### config.mk
export PLATFORM = sky130hd
export DESIGN_NAME = mci_arbiter
export DESIGN_NICKNAME = d
export VERILOG_FILES = /design/src/rtl/mci_arbiter.sv
export SDC_FILE = /design/constraint.sdc
export NUM_CORES = 1
export LEC_CHECK = 0
export BUFFER_PORTS_ARGS = -buffer_cell sky130_fd_sc_hd__buf_2
export CAP_MARGIN = 20
export CORE_AREA = 2 2 345 347
export DETAILED_ROUTE_END_ITERATION = 16
export DIE_AREA = 0 0 347 349
export GPL_ROUTABILITY_DRIVEN = 0
export SYNTH_ARGS = -nofsm -noshare
export SYNTH_HDL_FRONTEND = slang
export SYNTH_SLANG_ARGS = --single-unit
### constraint.sdc
create_clock -name i_clk -period 1.9 [get_ports i_clk]
set_input_delay 0.095 -clock i_clk [delete_from_list [all_inputs] [get_ports i_clk]]
set_output_delay 0.095 -clock i_clk [all_outputs]
set_load 0.03 [all_outputs]
### src/rtl/mci_arbiter.sv
// Round-robin arbiter sharing one MCI memory port between NUM_REQ requesters.
// Optional WAIT watchdog enabled by defining MCI_ARB_TIMEOUT_EN.

package memory_controller_interface;
   localparam int MCI_ADDR_W = 32;
   localparam int MCI_DATA_W = 128;

   typedef struct packed {
      logic                  valid;
      logic                  rw;
      logic [MCI_ADDR_W-1:0] addr;
      logic [MCI_DATA_W-1:0] data;
   } mci_request_t;

   typedef struct packed {
      logic                  ready;
      logic [MCI_DATA_W-1:0] data;
   } mci_response_t;
endpackage

module mci_arbiter
   import memory_controller_interface::*;
#(
   parameter int NUM_REQ        = 2,
   parameter int TIMEOUT_CYCLES = 64
) (
   input  logic                i_clk,
   input  logic                i_rst,
   input  mci_request_t        i_req [NUM_REQ],
   output mci_response_t       o_res [NUM_REQ],
   output mci_request_t        o_mem_req,
   input  mci_response_t       i_mem_res,
   output logic [NUM_REQ-1:0]  o_grant,
   output logic                o_timeout
);

   localparam int IDX_W = $clog2(NUM_REQ);

   if (NUM_REQ < 2 || NUM_REQ > 8 || TIMEOUT_CYCLES < 1) begin : g_bad_param
      $error("mci_arbiter: NUM_REQ must be 2..8, TIMEOUT_CYCLES >= 1");
   end

   typedef enum logic [1:0] {
      S_IDLE,
      S_ISSUE,
      S_WAIT,
      S_RESP
   } state_t;

   state_t                 state_q, state_d;
   logic [NUM_REQ-1:0]     grant_q, grant_d;
   logic [IDX_W-1:0]       last_q, last_d;
   logic                   hold_rw_q, hold_rw_d;
   logic [MCI_ADDR_W-1:0]  hold_addr_q, hold_addr_d;
   logic [MCI_DATA_W-1:0]  hold_data_q, hold_data_d;
   logic [MCI_DATA_W-1:0]  rdata_q, rdata_d;

   logic                   pick_vld;
   logic [IDX_W-1:0]       pick_idx;
   logic [IDX_W-1:0]       cand;
   logic                   to_hit;

   // Lowest offset from last_q wins; the loop runs far-to-near so the
   // nearest valid candidate is the last one written.
   always_comb begin
      pick_vld = 1'b0;
      pick_idx = last_q;
      cand     = last_q;
      for (int i = NUM_REQ; i >= 1; i--) begin
         cand = IDX_W'((int'(last_q) + i) % NUM_REQ);
         if (i_req[cand].valid) begin
            pick_vld = 1'b1;
            pick_idx = cand;
         end
      end
   end

`ifdef MCI_ARB_TIMEOUT_EN
   localparam int CNT_W = $clog2(TIMEOUT_CYCLES + 1);

   logic [CNT_W-1:0] cnt_q, cnt_d;
   logic             to_q, to_d;

   assign to_hit = (state_q == S_WAIT) && !i_mem_res.ready &&
                   (cnt_q == CNT_W'(TIMEOUT_CYCLES - 1));

   always_comb begin
      cnt_d = cnt_q;
      to_d  = to_hit;
      if (state_q == S_ISSUE) begin
         cnt_d = '0;
      end else if (state_q == S_WAIT) begin
         cnt_d = cnt_q + CNT_W'(1);
      end
   end

   always_ff @(posedge i_clk) begin
      if (i_rst) begin
         cnt_q <= '0;
         to_q  <= 1'b0;
      end else begin
         cnt_q <= cnt_d;
         to_q  <= to_d;
      end
   end

`ifndef SYNTHESIS
   always_ff @(posedge i_clk) begin
      if (!i_rst && to_hit) begin
         $display("[MCIARB] timeout req %0d addr [%x]",
                  last_q, hold_addr_q);
      end
   end
`endif
`else
   logic to_q;

   assign to_hit = 1'b0;
   assign to_q   = 1'b0;
`endif

   // State register
   always_ff @(posedge i_clk) begin
      if (i_rst) begin
         state_q <= S_IDLE;
      end else begin
         state_q <= state_d;
      end
   end

   // Next-state logic
   always_comb begin
      state_d = state_q;
      unique case (state_q)
         S_IDLE:  if (pick_vld) state_d = S_ISSUE;
         S_ISSUE: state_d = S_WAIT;
         S_WAIT:  if (i_mem_res.ready || to_hit) state_d = S_RESP;
         S_RESP:  state_d = S_IDLE;
         default: state_d = S_IDLE;
      endcase
   end

   // Holding register, grant, pointer and captured read data
   always_comb begin
      grant_d     = grant_q;
      last_d      = last_q;
      hold_rw_d   = hold_rw_q;
      hold_addr_d = hold_addr_q;
      hold_data_d = hold_data_q;
      rdata_d     = rdata_q;
      unique case (state_q)
         S_IDLE: begin
            if (pick_vld) begin
               grant_d     = NUM_REQ'(1) << pick_idx;
               last_d      = pick_idx;
               hold_rw_d   = i_req[pick_idx].rw;
               hold_addr_d = i_req[pick_idx].addr;
               hold_data_d = i_req[pick_idx].data;
            end
         end
         S_WAIT: begin
            if (i_mem_res.ready) begin
               rdata_d = i_mem_res.data;
            end else if (to_hit) begin
               rdata_d = '0;
            end
         end
         S_RESP:  grant_d = '0;
         default: ;
      endcase
   end

   always_ff @(posedge i_clk) begin
      if (i_rst) begin
         grant_q     <= '0;
         last_q      <= IDX_W'(NUM_REQ - 1);
         hold_rw_q   <= 1'b0;
         hold_addr_q <= '0;
         hold_data_q <= '0;
         rdata_q     <= '0;
      end else begin
         grant_q     <= grant_d;
         last_q      <= last_d;
         hold_rw_q   <= hold_rw_d;
         hold_addr_q <= hold_addr_d;
         hold_data_q <= hold_data_d;
         rdata_q     <= rdata_d;
      end
   end

   // Outputs; address stays on the bus through WAIT for combinational reads
   always_comb begin
      o_mem_req = '0;
      o_timeout = 1'b0;
      for (int n = 0; n < NUM_REQ; n++) begin
         o_res[n] = '0;
      end
      unique case (state_q)
         S_ISSUE: begin
            o_mem_req.valid = 1'b1;
            o_mem_req.rw    = hold_rw_q;
            o_mem_req.addr  = hold_addr_q;
            o_mem_req.data  = hold_data_q;
         end
         S_WAIT: begin
            o_mem_req.rw   = hold_rw_q;
            o_mem_req.addr = hold_addr_q;
            o_mem_req.data = hold_data_q;
         end
         S_RESP: begin
            o_res[last_q].ready = 1'b1;
            o_res[last_q].data  = rdata_q;
            o_timeout           = to_q;
         end
         default: ;
      endcase
   end

   assign o_grant = grant_q;

endmodule

==> flow_metrics.tcl, run 1 <==
set metrics [dict create \
    status "finished with violations" \
    violations "setup timing" \
    grtUsageMet1_pct 19.4 \
    synth_seq_cells 294 \
    combPwrFrac_pct 54.8 \
    cpMaxStageDelayCell "dfxtp_2" \
    layout-drive-gt1-share_pct 43.8 \
    die_h_um 349 \
    clk_pin_slew_ns 0.06 \
    wl_um 110000 \
    leakagePower_nw 13.8 \
    hold_path_class "in -> reg" \
    wl_per_cell_um 22.5 \
    max_slew_margin_pct 64.9 \
    post-route-drc-count 0 \
    yosysSeqAreaShare_pct 36.2 \
    via_count 21481 \
    fin_crit_ns 2.22 \
    irDropWorstVdd_mv 0.702 \
    mostFrequentLayoutCell "buf_2" \
    regArea_um2 5890 \
    clockRootBuffer "clkbuf_16" \
    via_per_inst 4.40 \
    hpwl_um 74500 \
    syn_to_final_growth_pct 96.6 \
    avgSynthCellArea_um2 8.11 \
    yosysTopAreaCell "dfxtp_1" \
    clock-skew-final_ns 0.0242 \
    final_area_um2 31900 \
    drv_cap 0 \
    critPathArrivalTime_ns 2.12 \
    crit_chain "buf_6 -> ha_4 -> nor2b_4 -> buf_12 -> buf_12 -> buf_16 -> and2_1 -> buf_6" \
    required_ns 1.80 \
    ios 878 \
    worst_pin_slew_ns 0.526 \
    synth.top_cells.by_area "dfxtp_1 (36%), and2_1 (11%), a311oi_2 (8.3%)" \
    cts_max_level 2 \
    p_int_w 0.0209 \
    synth_cell_type_count 35 \
    die_area_um2 121000 \
    portBuffers 876 \
    maxSlewViolCount 0 \
    synth.top_cell.area_share_pct 36.2 \
    core-area_um2 117000 \
    synthesis.area_um2 16200 \
    start_kind "flop" \
    tritoncts "yes" \
    crit_fanout 11 \
    place_area_um2 23300 \
    synth_fp_nets 2464 \
    grt_busiest_layer "met2" \
    drt_pass1_iterations 5 \
    layout_setup_ws_ns -0.319 \
    p_sw_share_pct 44.2 \
    p_sw_w 0.0165 \
    cts.path.max_buffers 3 \
    nets 3770 \
    setup_viol 417 \
    end_kind "output port" \
    ant_nets 0 \
    rows 126 \
    clk_latency_ns 0.58 \
    grt_max_degree 78 \
    ys_warn_count 0 \
    final_cells 4880 \
    synthCells 2003 \
    fmax_mhz 451 \
    grt_pass1_vias 21254 \
    grt_util_all_layers_pct 16.3 \
    nFillCells 12156 \
    cts_sinks 294 \
    seq_power_share_pct 25.7 \
    max_stage_delay_ns 0.34 \
    met2_usage_pct 26.8 \
    start_util_pct 13.8 \
    period_share_pct 117 \
    fp.dieW_um 347 \
    power_density_nw_per_um2 1170 \
    antenna_found_initial 23 \
    clockPowerShare_pct 19.5 \
    grt_first_pass_wirelength_um 145000 \
    numCtsBuffers 37 \
    hold_viol 0 \
    first_iter_violations 1594 \
    critPathKind "reg -> out" \
    grt_overflow 0 \
    dp.cells 4303 \
    mostFrequentLayoutCells "buf_2 (586), dlygate4sd3_1 (454), dfxtp_1 (291)" \
    multi_input_area_um2 9650 \
    grt_use_met3_pct 4.19 \
    rsz0062_at_grt "yes" \
]
final cells by class:
type	count	area share, %
timing repair buffer	1496	41.4
antenna	7	0.0549
clock buffer	56	3.40
tap	1536	6.02
sequential	294	18.5
multi-input combinational	1477	30.2
inverter	3	0.0353
clock inverter	11	0.407
state kept, by name, indices dropped and copies added (netlist names):
signal	flops
state_q	2
hold_data_q	128
last_q	1
hold_rw_q	1
rdata_q	128
o_grant	2
hold_addr_q	32
path summary, 6_finish.rpt:
check                                              start                             to  slack, ns  cells after the start
worst max-delay path             state_q[1]$_SDFFE_PP0P_                     o_res[223]      -0.32                      8
worst min-delay path                       i_mem_res[75]       rdata_q[75]$_SDFFE_PP0P_       0.32                      4
worst max register to register       last_q$_SDFFE_PP1P_  hold_data_q[101]$_SDFFE_PP0P_       0.06                      5
worst min register to register  rdata_q[69]$_SDFFE_PP0P_       rdata_q[69]$_SDFFE_PP0P_       0.47                      2
Yosys cell counts (all sizes together):
master	number
a21oi	130
a221oi	1
a311oi	161
a31oi	1
a32o	2
and2	292
and3	128
buf	103
clkbuf	126
conb	1
dfxtp	294
ha	6
inv	3
mux2i	1
nand2	258
nand2b	3
nand3	161
nor2	163
nor2b	1
nor3b	1
o21a	1
o21ai	162
or2	3
or3b	1
cells by family after synthesis:
group                      Yosys count  synth area share, %
and+or+nand+nor                   1011                 34.1
AOI/OAI and AO/OA                  458                 21.4
DFF                                294                 36.2
buffers and inverters              232                 7.72
adders and majority gates            6                0.462
muxes                                1               0.0616
other                                1               0.0231
routing by layer:
metal | share of wire (%) | vias to the layer above | wire length, µm
li1 | - | 9590 | -
met3 | 8.1 | 325 | 8830
met5 | 0.16 | - | 170
met2 | 46 | 1311 | 50400
met1 | 40 | 10231 | 43800
met4 | 5.9 | 24 | 6440
timing repair:
action	CTS	global route
gates resized for setup	296	430
gates cloned	15	15
hold buffers	454	0
hold endpoints to repair	293	0
endpoints found under the setup margin	419	420
buffers inserted	10	11
pin swaps	2	10
critical path: cells and delay by family (launching register included):
kind / cells / cell delay, ns
flip-flops: 1 / 0.34
adder cells (fa/ha/maj): 1 / 0.15
buffers and inverters: 5 / 0.72
AND/OR/NAND/NOR: 2 / 0.33
metrics by stage:
stage	setup slack [ns]	util, %	total power (W)	TNS, ns	hold slack, ns
global route	-0.390	27.2	0.0393	-120.15	0.286
global placement	0.174	19.8	0.0255	0	0.335
CTS	-0.347	25.9	0.0353	-109.49	0.255
detailed placement	0.139	19.8	0.0257	0	0.341
finish	-0.319	27.2	0.0374	-81.90	0.315
floorplan	0.0693	-	0.0186	0	0.231
power by group through the flow:
stage	combinational, W	sequential, W	clock (W)
after detailed placement	0.0159	0.00983	0
after CTS	0.0181	0.00971	0.00747
after global routing	0.0217	0.00989	0.00767
after floorplan	0.0102	0.00845	0
final	0.0205	0.00963	0.00727
after global placement	0.0157	0.00982	0
Note: power is estimated with default switching activity, not from simulation.
==> inputs of run 2 (changes only) <==
Settings changed: TNS_END_PERCENT set to 5.
==> run 2 against run 1 <==
Against the previous run: the flow still finishes with violations (setup timing); largest power group unchanged; via count is 0.43% lower; critical path depth fell by 1; final cell count down 0.37%; worst setup slack better by 0.043 ns; die area unchanged; hold slack worse by 0.00058 ns; clock power about the same; wire length shrank 2.0%.
==> flow_metrics.tcl, run 2 (synthesis results as in run 1) <==
set metrics [dict create \
    start_util_pct 13.8 \
    irDropWorstVdd_mv 0.661 \
    via_per_inst 4.40 \
    worst_pin_slew_ns 0.546 \
    max_slew_margin_pct 63.6 \
    hold_path_class "in -> reg" \
    hpwl_um 74500 \
    clockRootBuffer "clkbuf_16" \
    clockPowerShare_pct 18.9 \
    cts_sinks 294 \
    wl_um 107000 \
    ant_nets 0 \
    numCtsBuffers 37 \
    p_int_w 0.0216 \
    cpMaxStageDelayCell "dfxtp_2" \
    cts.path.max_buffers 3 \
    layout_setup_ws_ns -0.275 \
    dp.cells 4303 \
    post-route-drc-count 0 \
    max_stage_delay_ns 0.35 \
    ios 878 \
    whs_ns 0.315 \
    end_kind "output port" \
    die_h_um 349 \
    via_count 21389 \
    fmax_mhz 460 \
    core-area_um2 117000 \
    hold_viol 0 \
    wl_per_cell_um 22.1 \
    p_sw_w 0.0167 \
    maxSlewViolCount 0 \
    rsz0062_at_grt "yes" \
    mostFrequentLayoutCell "buf_2" \
    mostFrequentLayoutCells "buf_2 (497), dlygate4sd3_1 (454), dfxtp_1 (291)" \
    status "finished with violations" \
    die_area_um2 121000 \
    grt_max_degree 78 \
    antenna_found_initial 23 \
    tritoncts "yes" \
    clk_pin_slew_ns 0.06 \
    crit_top_cell "buf_12" \
    layout-drive-gt1-share_pct 44.6 \
    grt_util_all_layers_pct 16.0 \
    nFillCells 12078 \
    violations "setup timing" \
    drt_pass1_iterations 5 \
    nets 3749 \
    period_share_pct 114 \
    first_iter_violations 1659 \
    setup_tns_ns -69.40 \
    fp.dieW_um 347 \
    fin_crit_ns 2.18 \
    clock-skew-final_ns 0.0288 \
    crit_chain "inv_2 -> ha_4 -> buf_12 -> clkbuf_16 -> buf_12 -> and2_4 -> buf_12" \
    leakagePower_nw 13.7 \
    clk_latency_ns 0.58 \
    critPathKind "reg -> out" \
    rows 126 \
    setup_viol 415 \
    grt_pass1_vias 21171 \
    crit_fanout 10 \
    seq_power_share_pct 25.3 \
    syn_to_final_growth_pct 97.1 \
    drv_cap 0 \
    grt_first_pass_wirelength_um 144000 \
    grt_overflow 0 \
    combPwrFrac_pct 55.8 \
    start_kind "flop" \
    required_ns 1.80 \
    p_sw_share_pct 43.7 \
    power_density_nw_per_um2 1200 \
    final_cells 4862 \
    reg.largest.list "hold_data_q x128, rdata_q x128, hold_addr_q x32" \
    critPathArrivalTime_ns 2.08 \
    portBuffers 876 \
    cts_max_level 2 \
    p_total_w 0.0383 \
]
==> run 2: through the flow <==
step	instance area, µm²	utilization [%]	worst slack (ns)
final	32000	27.3	-0.275
after global routing	32000	27.2	-0.373
after CTS	30700	26.2	-0.360
after detailed placement	23300	19.8	0.139
after global placement	23300	19.8	0.174
after floorplan	16200	-	0.0693
==> run 2: final cells by class <==
cell class,count,area [µm²],share of cell area [%]
sequential,294,5890,18.4
clock buffer,56,1090,3.40
antenna,10,25.0,0.0782
clock inverter,11,130,0.406
multi-input combinational,1477,9730,30.4
inverter,3,11.3,0.0352
timing repair buffer,1475,13200,41.3
tap,1536,1920,6.00
==> run 2: path summary, 6_finish.rpt <==
path                       startpoint                       endpoint  slack [ns]  cells after the start
max           state_q[0]$_SDFFE_PP0P_                 o_mem_req[126]       -0.28                      7
min                     i_mem_res[89]       rdata_q[89]$_SDFFE_PP0P_        0.31                      4
max reg2reg       last_q$_SDFFE_PP1P_  hold_data_q[101]$_SDFFE_PP0P_        0.05                      5
min reg2reg  rdata_q[69]$_SDFFE_PP0P_       rdata_q[69]$_SDFFE_PP0P_        0.47                      2
==> run 2: critical path, delay by kind of cell, from the launching register on <==
kind | cells | cell delay (ns)
DFF | 1 | 0.35
and+or+nand+nor | 1 | 0.18
adders and majority gates | 1 | 0.32
buffers and inverters | 5 | 0.65
==> run 2: timing repair <==
item | CTS | global route
endpoints found under the setup margin | 419 | 419
gates resized for setup | 472 | 390
setup buffers | 6 | 6
cloned | 6 | 11
endpoints found under the hold margin | 293 | 0
hold buffers | 454 | 0
pin swaps | 24 | 21
==> run 2: routing by layer <==
metal	vias up	wire length (µm)	GRT usage, %
li1	9536	-	-
met1	10224	43200	19.0
met2	1279	49500	26.3
met3	334	8480	4.31
met4	16	6070	8.24
met5	-	103	0
==> run 2: power by group through the flow <==
stage | clock, W | combinational (W) | sequential [W]
global placement | 0 | 0.0157 | 0.00982
CTS | 0.00747 | 0.0177 | 0.00972
detailed placement | 0 | 0.0159 | 0.00983
floorplan | 0 | 0.0102 | 0.00845
global route | 0.00767 | 0.0225 | 0.00992
finish | 0.00725 | 0.0214 | 0.00968
==> inputs of run 3 (changes only) <==
==> constraint.sdc (replaced) <==
create_clock -name i_clk -period 1.9 [get_ports i_clk]
set_input_delay 0.38 -clock i_clk [delete_from_list [all_inputs] [get_ports i_clk]]
set_output_delay 0.38 -clock i_clk [all_outputs]
set_load 0.03 [all_outputs]
==> run 3 against run 2 <==
Against the previous run: the flow still finishes with violations (setup timing); die area did not move; sequential share of layout area is 2.2 points higher; total power shrank 4.2%; clock skew shrank 0.016 ns; final cell count shrank 7.6%; hold slack got worse by 0.26 ns; critical path depth rose by 1.
==> flow_metrics.tcl, run 3 (synthesis results as in run 1) <==
set metrics [dict create \
    reg.largest.list "hold_data_q x128, rdata_q x128, hold_addr_q x32" \
    nFillCells 12604 \
    cts_max_level 2 \
    reg2reg_slack_ns 0.08 \
    fp.dieW_um 347 \
    period_share_pct 129 \
    whs_endpoint "rdata_q[52]$_SDFFE_PP0P_" \
    mostFrequentLayoutCells "buf_2 (513), dfxtp_1 (291), nand2_1 (256)" \
    grt_pass1_vias 18029 \
    layout-drive-gt1-share_pct 50.7 \
    clk_latency_ns 0.58 \
    wl_per_cell_um 21.4 \
    via_per_inst 4.20 \
    dr_wl_met2_um 45400 \
    first_iter_violations 1269 \
    min_path_cells 3 \
    worst_pin_slew_ns 0.555 \
    grt_overflow 0 \
    fmax_mhz 409 \
    met3WireLength_um 7010 \
    syn_to_final_growth_pct 76.0 \
    drv_cap 0 \
    die_h_um 349 \
    setup_viol 419 \
    hold_path_class "in -> reg" \
    start_kind "flop" \
    p_sw_w 0.0158 \
    end_kind "output port" \
    rsz0062_at_grt "yes" \
    r2r-end "hold_data_q[124]$_SDFFE_PP0P_" \
    crit_fanout 8 \
    ios 878 \
    start_util_pct 13.8 \
    clk_pin_slew_ns 0.06 \
    dp_worst_setup_slack_ns -0.00668 \
    grt_util_all_layers_pct 14.7 \
    tritoncts "yes" \
    hold_viol 0 \
    final_area_um2 28600 \
    antenna_found_initial 14 \
    via_count 18848 \
    wl_um 96100 \
    portBuffers 876 \
    maxSlewViolCount 0 \
    mostFrequentLayoutCell "buf_2" \
    clock-skew-final_ns 0.0124 \
    wl_met1_um 40100 \
    clockRootBuffer "clkbuf_16" \
    post-route-drc-count 0 \
    place_area_um2 23700 \
    numCtsBuffers 39 \
    core-area_um2 117000 \
    cts.path.max_buffers 3 \
    violations "setup timing" \
    hpwl_um 72800 \
    seq_power_share_pct 25.9 \
    fin_crit_ns 2.45 \
    cts_sinks 294 \
    power_density_nw_per_um2 1280 \
    layout_setup_ws_ns -0.548 \
    hold_start "i_mem_res[52]" \
    rows 126 \
    ant_nets 0 \
    status "finished with violations" \
    critPathArrivalTime_ns 2.07 \
    drt_pass1_iterations 6 \
    irDropWorstVdd_mv 0.718 \
    leakagePower_nw 12.3 \
    top_layer "met5" \
    combPwrFrac_pct 53.4 \
    worstRegToRegCells 6 \
    critPathKind "reg -> out" \
    die_area_um2 121000 \
    nets 3384 \
    p_int_w 0.0209 \
    grt_first_pass_wirelength_um 130000 \
    max_slew_margin_pct 62.9 \
    required_ns 1.52 \
    p_sw_share_pct 43.0 \
    clockPowerShare_pct 20.7 \
    r2r_start "last_q$_SDFFE_PP1P_" \
    grt_max_degree 80 \
]
-- run 3: changes by cell type in the layout (fill, tap and decap cells not counted), sizes merged --
cell         delta
dlygate4sd3   -364
clkbuf         -73
inv             +1
clkinvlp        +1
clkinv          +2
diode           -5
buf            +68
-- run 3: area by class of cell --
type | count | area, µm² | share of cell area, %
Antenna cell | 5 | 12.5 | 0.0438
Clock buffer | 54 | 1140 | 4.00
Clock inverter | 15 | 156 | 0.547
Inverter | 3 | 11.3 | 0.0394
Multi-Input combinational cell | 1477 | 9720 | 34.0
Sequential cell | 294 | 5890 | 20.6
Tap cell | 1536 | 1920 | 6.72
Timing Repair Buffer | 1108 | 9740 | 34.1
-- run 3: what timing repair did --
action | CTS | global route
hold endpoints to repair | 90 | 0
gates resized for setup | 554 | 238
setup buffers | 10 | 3
setup endpoints to repair | 420 | 430
hold buffers | 90 | 0
gates cloned | 6 | 6
pin swaps | 7 | 24
-- run 3: critical path, stage by stage, from the launching register on --
cell       delay, ns
dfxtp_2         0.33
buf_6           0.10
ha_4            0.15
nor2b_4         0.16
buf_12          0.17
buf_8           0.13
clkbuf_16       0.17
and2_4          0.15
buf_6           0.12
-- run 3: how the worst max path moves through the flow --
stage | to | startpoint | depth (start not counted)
6_report | o_res[146] | state_q[1]$_SDFFE_PP0P_ | 8
5_1_grt | o_res[237] | state_q[1]$_SDFFE_PP0P_ | 8
3_5_place_dp | o_res[238] | state_q[0]$_SDFFE_PP0P_ | 7
3_3_place_gp | o_res[238] | state_q[0]$_SDFFE_PP0P_ | 7
2_1_floorplan | o_res[242] | state_q[1]$_SDFFE_PP0P_ | 4
4_1_cts | o_mem_req[88] | state_q[0]$_SDFFE_PP0P_ | 6
-- run 3: layer usage --
metal	track usage (%)	vias up
met3	3.11	164
li1	-	8798
met1	18.6	8946
met5	0	-
met4	5.14	4
met2	24.5	936
-- run 3: power groups by stage --
stage,registers [W],clock network [W],logic (W)
2_1_floorplan,0.00845,0,0.0103
3_3_place_gp,0.00972,0,0.0163
3_5_place_dp,0.00970,0,0.0165
4_1_cts,0.00961,0.00788,0.0194
5_1_grt,0.00973,0.00806,0.0210
6_report,0.00950,0.00758,0.0196
-- run 3: stage by stage --
step	hold slack [ns]	setup TNS, ns	instances	util (%)	total power [W]
global route	0.0289	-213.05	4487	24.3	0.0388
CTS	0.000458	-209.29	4479	23.6	0.0369
detailed placement	0.457	-0.00668	4304	20.2	0.0262
finish	0.0553	-173.59	4492	24.3	0.0367
global placement	0.445	0	4304	20.2	0.0261
floorplan	0.440	-0.829	2003	-	0.0188
